===== src/rtl/lut_1058_serial_rx_if.sv =====
// lut_1058_serial_rx_if: serial-in / LUT-side bundle for the lut_1058 feeder.
interface lut_1058_serial_rx_if #(
  parameter int WIDTH = 4,
  parameter int CNT_W = 8
);
  logic             sen;
  logic             sdata;
  logic             s;
  logic [WIDTH-1:0] b;
  logic             b_valid;
  logic             frame_err;
  logic [CNT_W-1:0] hit_cnt;
  logic             busy;
  modport master (output sen, sdata, s, input b, b_valid, frame_err, hit_cnt, busy);
  modport slave  (input sen, sdata, s, output b, b_valid, frame_err, hit_cnt, busy);
endinterface


===== src/rtl/lut_1058_serial_rx.sv =====
// lut_1058_serial_rx: strobed serial deserialiser feeding lut_1058 input b, with saturating hit count.
// Define PARITY_CHECK_EN to expect one even-parity bit between the data and stop bits.
module lut_1058_serial_rx #(
  parameter int WIDTH = 4,
  parameter int CNT_W = 8
) (
  input logic              clk,
  input logic              rst_n,
  lut_1058_serial_rx_if.slave bus
);
  localparam int BW = $clog2(WIDTH + 1);
`ifdef PARITY_CHECK_EN
  typedef enum logic [1:0] {IDLE, DATA, PARITY, STOP} state_t;
`else
  typedef enum logic [1:0] {IDLE, DATA, STOP} state_t;
`endif
  state_t           r_state, w_state_nxt;
  logic [WIDTH-1:0] r_shift, w_shift_nxt, r_b;
  logic [BW-1:0]    r_cnt, w_cnt_nxt;
  logic [CNT_W-1:0] r_hit;
  logic             r_b_valid, r_frame_err;
  logic             w_load, w_err, w_good, w_last;
`ifdef PARITY_CHECK_EN
  logic             r_par, w_par_nxt;
  assign w_good = bus.sdata & ~^{r_shift, r_par};
`else
  assign w_good = bus.sdata;
`endif
  assign w_last = r_cnt == BW'(WIDTH - 1);
  always_comb begin
    w_state_nxt = r_state;
    w_shift_nxt = r_shift;
    w_cnt_nxt   = r_cnt;
`ifdef PARITY_CHECK_EN
    w_par_nxt   = r_par;
`endif
    w_load      = 1'b0;
    w_err       = 1'b0;
    if (bus.sen) begin
      case (r_state)
        IDLE: if (!bus.sdata) begin
          w_state_nxt = DATA;
          w_cnt_nxt   = '0;
        end
        DATA: begin
          w_shift_nxt = {r_shift[WIDTH-2:0], bus.sdata};
          w_cnt_nxt   = r_cnt + BW'(1);
`ifdef PARITY_CHECK_EN
          w_state_nxt = w_last ? PARITY : DATA;
`else
          w_state_nxt = w_last ? STOP : DATA;
`endif
        end
`ifdef PARITY_CHECK_EN
        PARITY: begin
          w_par_nxt   = bus.sdata;
          w_state_nxt = STOP;
        end
`endif
        STOP: begin
          w_state_nxt = IDLE;
          w_load      = w_good;
          w_err       = !w_good;
        end
        default: w_state_nxt = IDLE;
      endcase
    end
  end
  always_ff @(posedge clk) begin
    if (!rst_n) begin
      r_state     <= IDLE;
      r_shift     <= '0;
      r_cnt       <= '0;
`ifdef PARITY_CHECK_EN
      r_par       <= 1'b0;
`endif
      r_b         <= '0;
      r_b_valid   <= 1'b0;
      r_frame_err <= 1'b0;
      r_hit       <= '0;
    end else begin
      r_state     <= w_state_nxt;
      r_shift     <= w_shift_nxt;
      r_cnt       <= w_cnt_nxt;
`ifdef PARITY_CHECK_EN
      r_par       <= w_par_nxt;
`endif
      r_b         <= w_load ? r_shift : r_b;
      r_b_valid   <= w_load;
      r_frame_err <= w_err;
      // s answers for the freshly presented b, so it is only meaningful while b_valid is high
      r_hit       <= (r_b_valid && bus.s && !(&r_hit)) ? r_hit + CNT_W'(1) : r_hit;
    end
  end
  assign bus.b         = r_b;
  assign bus.b_valid   = r_b_valid;
  assign bus.frame_err = r_frame_err;
  assign bus.hit_cnt   = r_hit;
  assign bus.busy      = r_state != IDLE;
endmodule


===== src/flat_wrapper.sv =====
// flat-port wrapper written by rule: the top's interface ports become plain ports
module lut_1058_serial_rx_flat 
#(
  parameter int WIDTH = 4,
  parameter int CNT_W = 8
)
  (clk, rst_n, bus_sen, bus_sdata, bus_s, bus_b, bus_b_valid, bus_frame_err, bus_hit_cnt, bus_busy);
  lut_1058_serial_rx_if #(.WIDTH(WIDTH), .CNT_W(CNT_W)) bus_i ();
  input logic clk;
  input logic rst_n;
  input wire logic [$bits(bus_i.sen)-1:0] bus_sen;
  input wire logic [$bits(bus_i.sdata)-1:0] bus_sdata;
  input wire logic [$bits(bus_i.s)-1:0] bus_s;
  output wire logic [$bits(bus_i.b)-1:0] bus_b;
  output wire logic [$bits(bus_i.b_valid)-1:0] bus_b_valid;
  output wire logic [$bits(bus_i.frame_err)-1:0] bus_frame_err;
  output wire logic [$bits(bus_i.hit_cnt)-1:0] bus_hit_cnt;
  output wire logic [$bits(bus_i.busy)-1:0] bus_busy;
  assign bus_i.sen = bus_sen;
  assign bus_i.sdata = bus_sdata;
  assign bus_i.s = bus_s;
  assign bus_b = bus_i.b;
  assign bus_b_valid = bus_i.b_valid;
  assign bus_frame_err = bus_i.frame_err;
  assign bus_hit_cnt = bus_i.hit_cnt;
  assign bus_busy = bus_i.busy;
  lut_1058_serial_rx #(.WIDTH(WIDTH), .CNT_W(CNT_W)) u_core (.clk(clk), .rst_n(rst_n), .bus(bus_i));
endmodule

===== config.mk =====
export PLATFORM = sky130hd
export DESIGN_NAME = lut_1058_serial_rx_flat
export DESIGN_NICKNAME = d
export VERILOG_FILES = /design/src/rtl/lut_1058_serial_rx_if.sv /design/src/rtl/lut_1058_serial_rx.sv /design/src/flat_wrapper.sv
export SDC_FILE = /design/constraint.sdc
export NUM_CORES = 1
export LEC_CHECK = 0
export BUFFER_PORTS_ARGS = -buffer_cell sky130_fd_sc_hd__buf_2
export CAP_MARGIN = 5
export CELL_PAD_IN_SITES_DETAIL_PLACEMENT = 0
export CELL_PAD_IN_SITES_GLOBAL_PLACEMENT = 1
export CORE_MARGIN = 2
export CORE_UTILIZATION = 43
export CTS_CLUSTER_SIZE = 8
export DETAILED_ROUTE_END_ITERATION = 12
export GPL_TIMING_DRIVEN = 0
export MAX_ROUTING_LAYER = met4
export PLACE_DENSITY = 0.83
export SLEW_MARGIN = 25
export SYNTH_ARGS = -nofsm -noshare
export SYNTH_HDL_FRONTEND = slang
export SYNTH_SLANG_ARGS = --single-unit

===== constraint.sdc =====
create_clock -name clk -period 3.3 [get_ports clk]
set_clock_uncertainty 0.2 [all_clocks]
set_input_delay 0.66 -clock clk [delete_from_list [all_inputs] [get_ports clk]]
set_output_delay 0.66 -clock clk [all_outputs]
set_load 0.01 [all_outputs]

==> flow_summary_export.csv <==
group,metric,value,unit
yosys,netlist_top_cells_area,"dfxtp_1 43%, mux2i_1 9.3%, a21oi_1 3.7%",
placed_design,gp_congestion,0.773,
finish,drive_gt1_share,25.4,%
job,maxCapViolCount,0,
placed_design,dp_slack,1.58,ns
critical_path,path_buf_inv,2,
yosys,synth_fp_nets,121,
yosys,syn_area,1080,um2
timing,finalSetupViolations,0,
finish,area_delta_synth_final,13.8,%
global_routing,grt_pass1_wl,2970,um
route,drt-vias-per-instance,5.24,
clock_network,clock-root-buffer,"clkbuf_4",
finish,diodes,0,
die,die_width,54.1,um
global_routing,track_usage,14.8,%
yosys,synth.area.mux_share,10.3,%
yosys,yosys.area.top_type,"dfxtp_1",
global_routing,antenna_found_initial,0,
route,via_count,860,
finish,final_common_cell,"dfxtp_1",
route,wl_per_cell,11.7,um
route,drt_wl_total,1920,um
pwr,p_total,0.439,mW
clock_network,postCtsHoldBufs,0,
placed_design,placed_area,1200,um2
timing,layout_min_cycle_time,2.07,ns
critical_path,critical_path.top_delay_family,"flip-flops",
min_path,hp-class,"reg2reg",
yosys,synthAdderAreaFrac,3.48,%
yosys,synth_compound_area_share,13.4,%
clock_network,ctsHtreeMaxLevel,1,
pwr,power_frac_seq,64.1,%
timing,finalHoldViolations,0,
route,drt_drc_violations_left,0,
pwr,p_clk_share,29.0,%
critical_path,required,2.44,ns
timing,worst_pin_slew,0.236,ns
timing,fmax,0.484,GHz
timing,finalCritPeriodShare,62.6,%
finish,most-common-layout-cells,"23 x dfxtp_1, 21 x buf_2, 10 x mux2i_1, 10 x nor2_1, 8 x a21oi_1",
yosys,synth_top_family_by_area,"simple AND/OR/NAND/NOR gates",
critical_path,max_stage_delay,0.31,ns
global_routing,first_global_vias,702,
yosys,async_flop_share,0,%
placed_design,io_buffers,17,
timing,whs,0.298,ns
pwr,p_per_area,358,nW/um2
die,start_util,44.3,%
die,placement_rows,18,
timing,slew_headroom,84.3,%
critical_path,path_cells,"clkbuf_2 > or2_2 > buf_2",
clock_network,clkSlewWorstSetupHoldPaths,0.12,ns
clock_network,cts_buffers,3,
clock_network,post_cts_buffers,0,
clock_network,clk_latency,0.31,ns
clock_network,cts_tree,"built",
pwr,peakVddDrop,0.000270,V
die,core,2430,um2
yosys,synth_seq_cells,23,
clock_network,cts_num_sinks,23,
yosys,synthSimpleGateAreaFrac,25.7,%
yosys,synthXorXnorAreaFrac,0,%
timing,rsz0062_at_grt,"no",
route,final_antenna_net_count,0,
critical_path,arrival,1.21,ns
pwr,p_comb_share,6.9,%
critical_path,crit_slowest_cell,"dfxtp_1",
yosys,synth_edf_count,0,
yosys,synth.distinct_cells,37,
placed_design,dp_hpwl,1400,um
route,drtIter0Drc,9,
clock_network,cts_resized,0,
finish,finalInstanceArea,1230,um2
placed_design,dp_cells,160,
pwr,p_switching,0.100,mW
yosys,yosysSeqAreaShare,42.7,%
yosys,syn_area_per_cell,9.53,um2
finish,final-instance-count-excl-fill,164,
die,die_h,54.1,um
pwr,leakagePower,0.593,nW
critical_path,timing.critical_path.fanout_max,8,
critical_path,critPathCaptureType,"output port",
timing,slew_viol_final,0,
clock_network,clock_path_buffers,2,
finish,fin_util,50.4,%
die,die-area,2920,um2
status,outcome,"finished clean",
yosys,ys.flop_type,"dfxtp_1",
timing,setup_slack,1.23,ns
critical_path,worstSetupPathType,"reg2out",
global_routing,grt_max_degree,13,
timing,finalSetupTns,0,ns
route,first_pass_iters,4,
yosys,syn_inst,113,
critical_path,crit_path_start_kind,"flop",
global_routing,grt_overflow,0,
yosys,synthDominantCellAreaShare,42.7,%
finish,nNetsFinal,143,
pwr,switching_share,22.8,%
pwr,p_int,0.339,mW
yosys,ys_warn_count,0,
die,io_pins,20,
-- routing by layer --
layer	part of all wire, %	up-vias	track usage [%]
li1	-	458	-
met5	0	-	-
met2	44	14	22.0
met1	51	384	18.7
met3	3.5	4	2.50
met4	1.8	0	8.75
-- worst min-delay path, stage by stage, from the launching register on --
cell	delay (ns)
dfxtp_1	0.33
o21ai_0	0.07
a21oi_1	0.06
-- cells in the mapped netlist, types with 2 or more instances --
| cell type | count |
|---|---|
| nand2b_1 | 3 |
| o21bai_1 | 3 |
| mux2i_1 | 10 |
| and4_1 | 2 |
| buf_4 | 2 |
| nand3_1 | 4 |
| ha_1 | 3 |
| a21oi_1 | 8 |
| o21ai_0 | 3 |
| nor2b_1 | 2 |
| dfxtp_1 | 23 |
| buf_2 | 4 |
| or2_0 | 2 |
| nand4_1 | 3 |
| nand2_1 | 7 |
| nor2_1 | 10 |
| nor3_1 | 4 |
-- power groups by stage --
stage                     Sequential (mW)  Combinational, mW  Clock, mW
final                               0.282             0.0305      0.127
after floorplan                     0.287             0.0226          0
after detailed placement            0.288             0.0308          0
after global routing                0.282             0.0339      0.144
after CTS                           0.282             0.0309      0.137
after global placement              0.288             0.0303          0
-- cell families after synthesis --
| family | Yosys count |
|---|---|
| flops | 23 |
| mux | 11 |
| buf+inv | 9 |
| simple gates | 46 |
| fa+ha+maj | 3 |
| compound gates | 21 |
-- sequential cells by signal, indices dropped and copies added, names as in the netlist --
name and flops:
u_core.bus.b 4, u_core.r_shift 4, u_core.r_cnt 3, u_core.r_state 2
u_core.bus.b_valid 1, u_core.bus.hit_cnt 8, u_core.bus.frame_err 1
-- final cells by class --
cell class                      count  area (um2)
Inverter                            2        7.51
Timing Repair Buffer               17        85.1
Fill cell                         240        1210
Tap cell                           30        37.5
Sequential cell                    23         460
Multi-Input combinational cell     81         569
Buffer                              7        40.0
Clock buffer                        4        26.3
-- final timing paths --
path	startpoint	cells past startpoint	to	slack [ns]
setup / recovery	u_core.r_state[1]	3	bus_busy	1.23
hold / removal	u_core.r_cnt[1]	2	u_core.r_cnt[1]	0.30
setup reg to reg	u_core.bus.hit_cnt[0]	4	u_core.bus.hit_cnt[4]	1.72
hold reg to reg	u_core.r_cnt[1]	2	u_core.r_cnt[1]	0.30
Note: power is estimated with default switching activity, not from simulation.
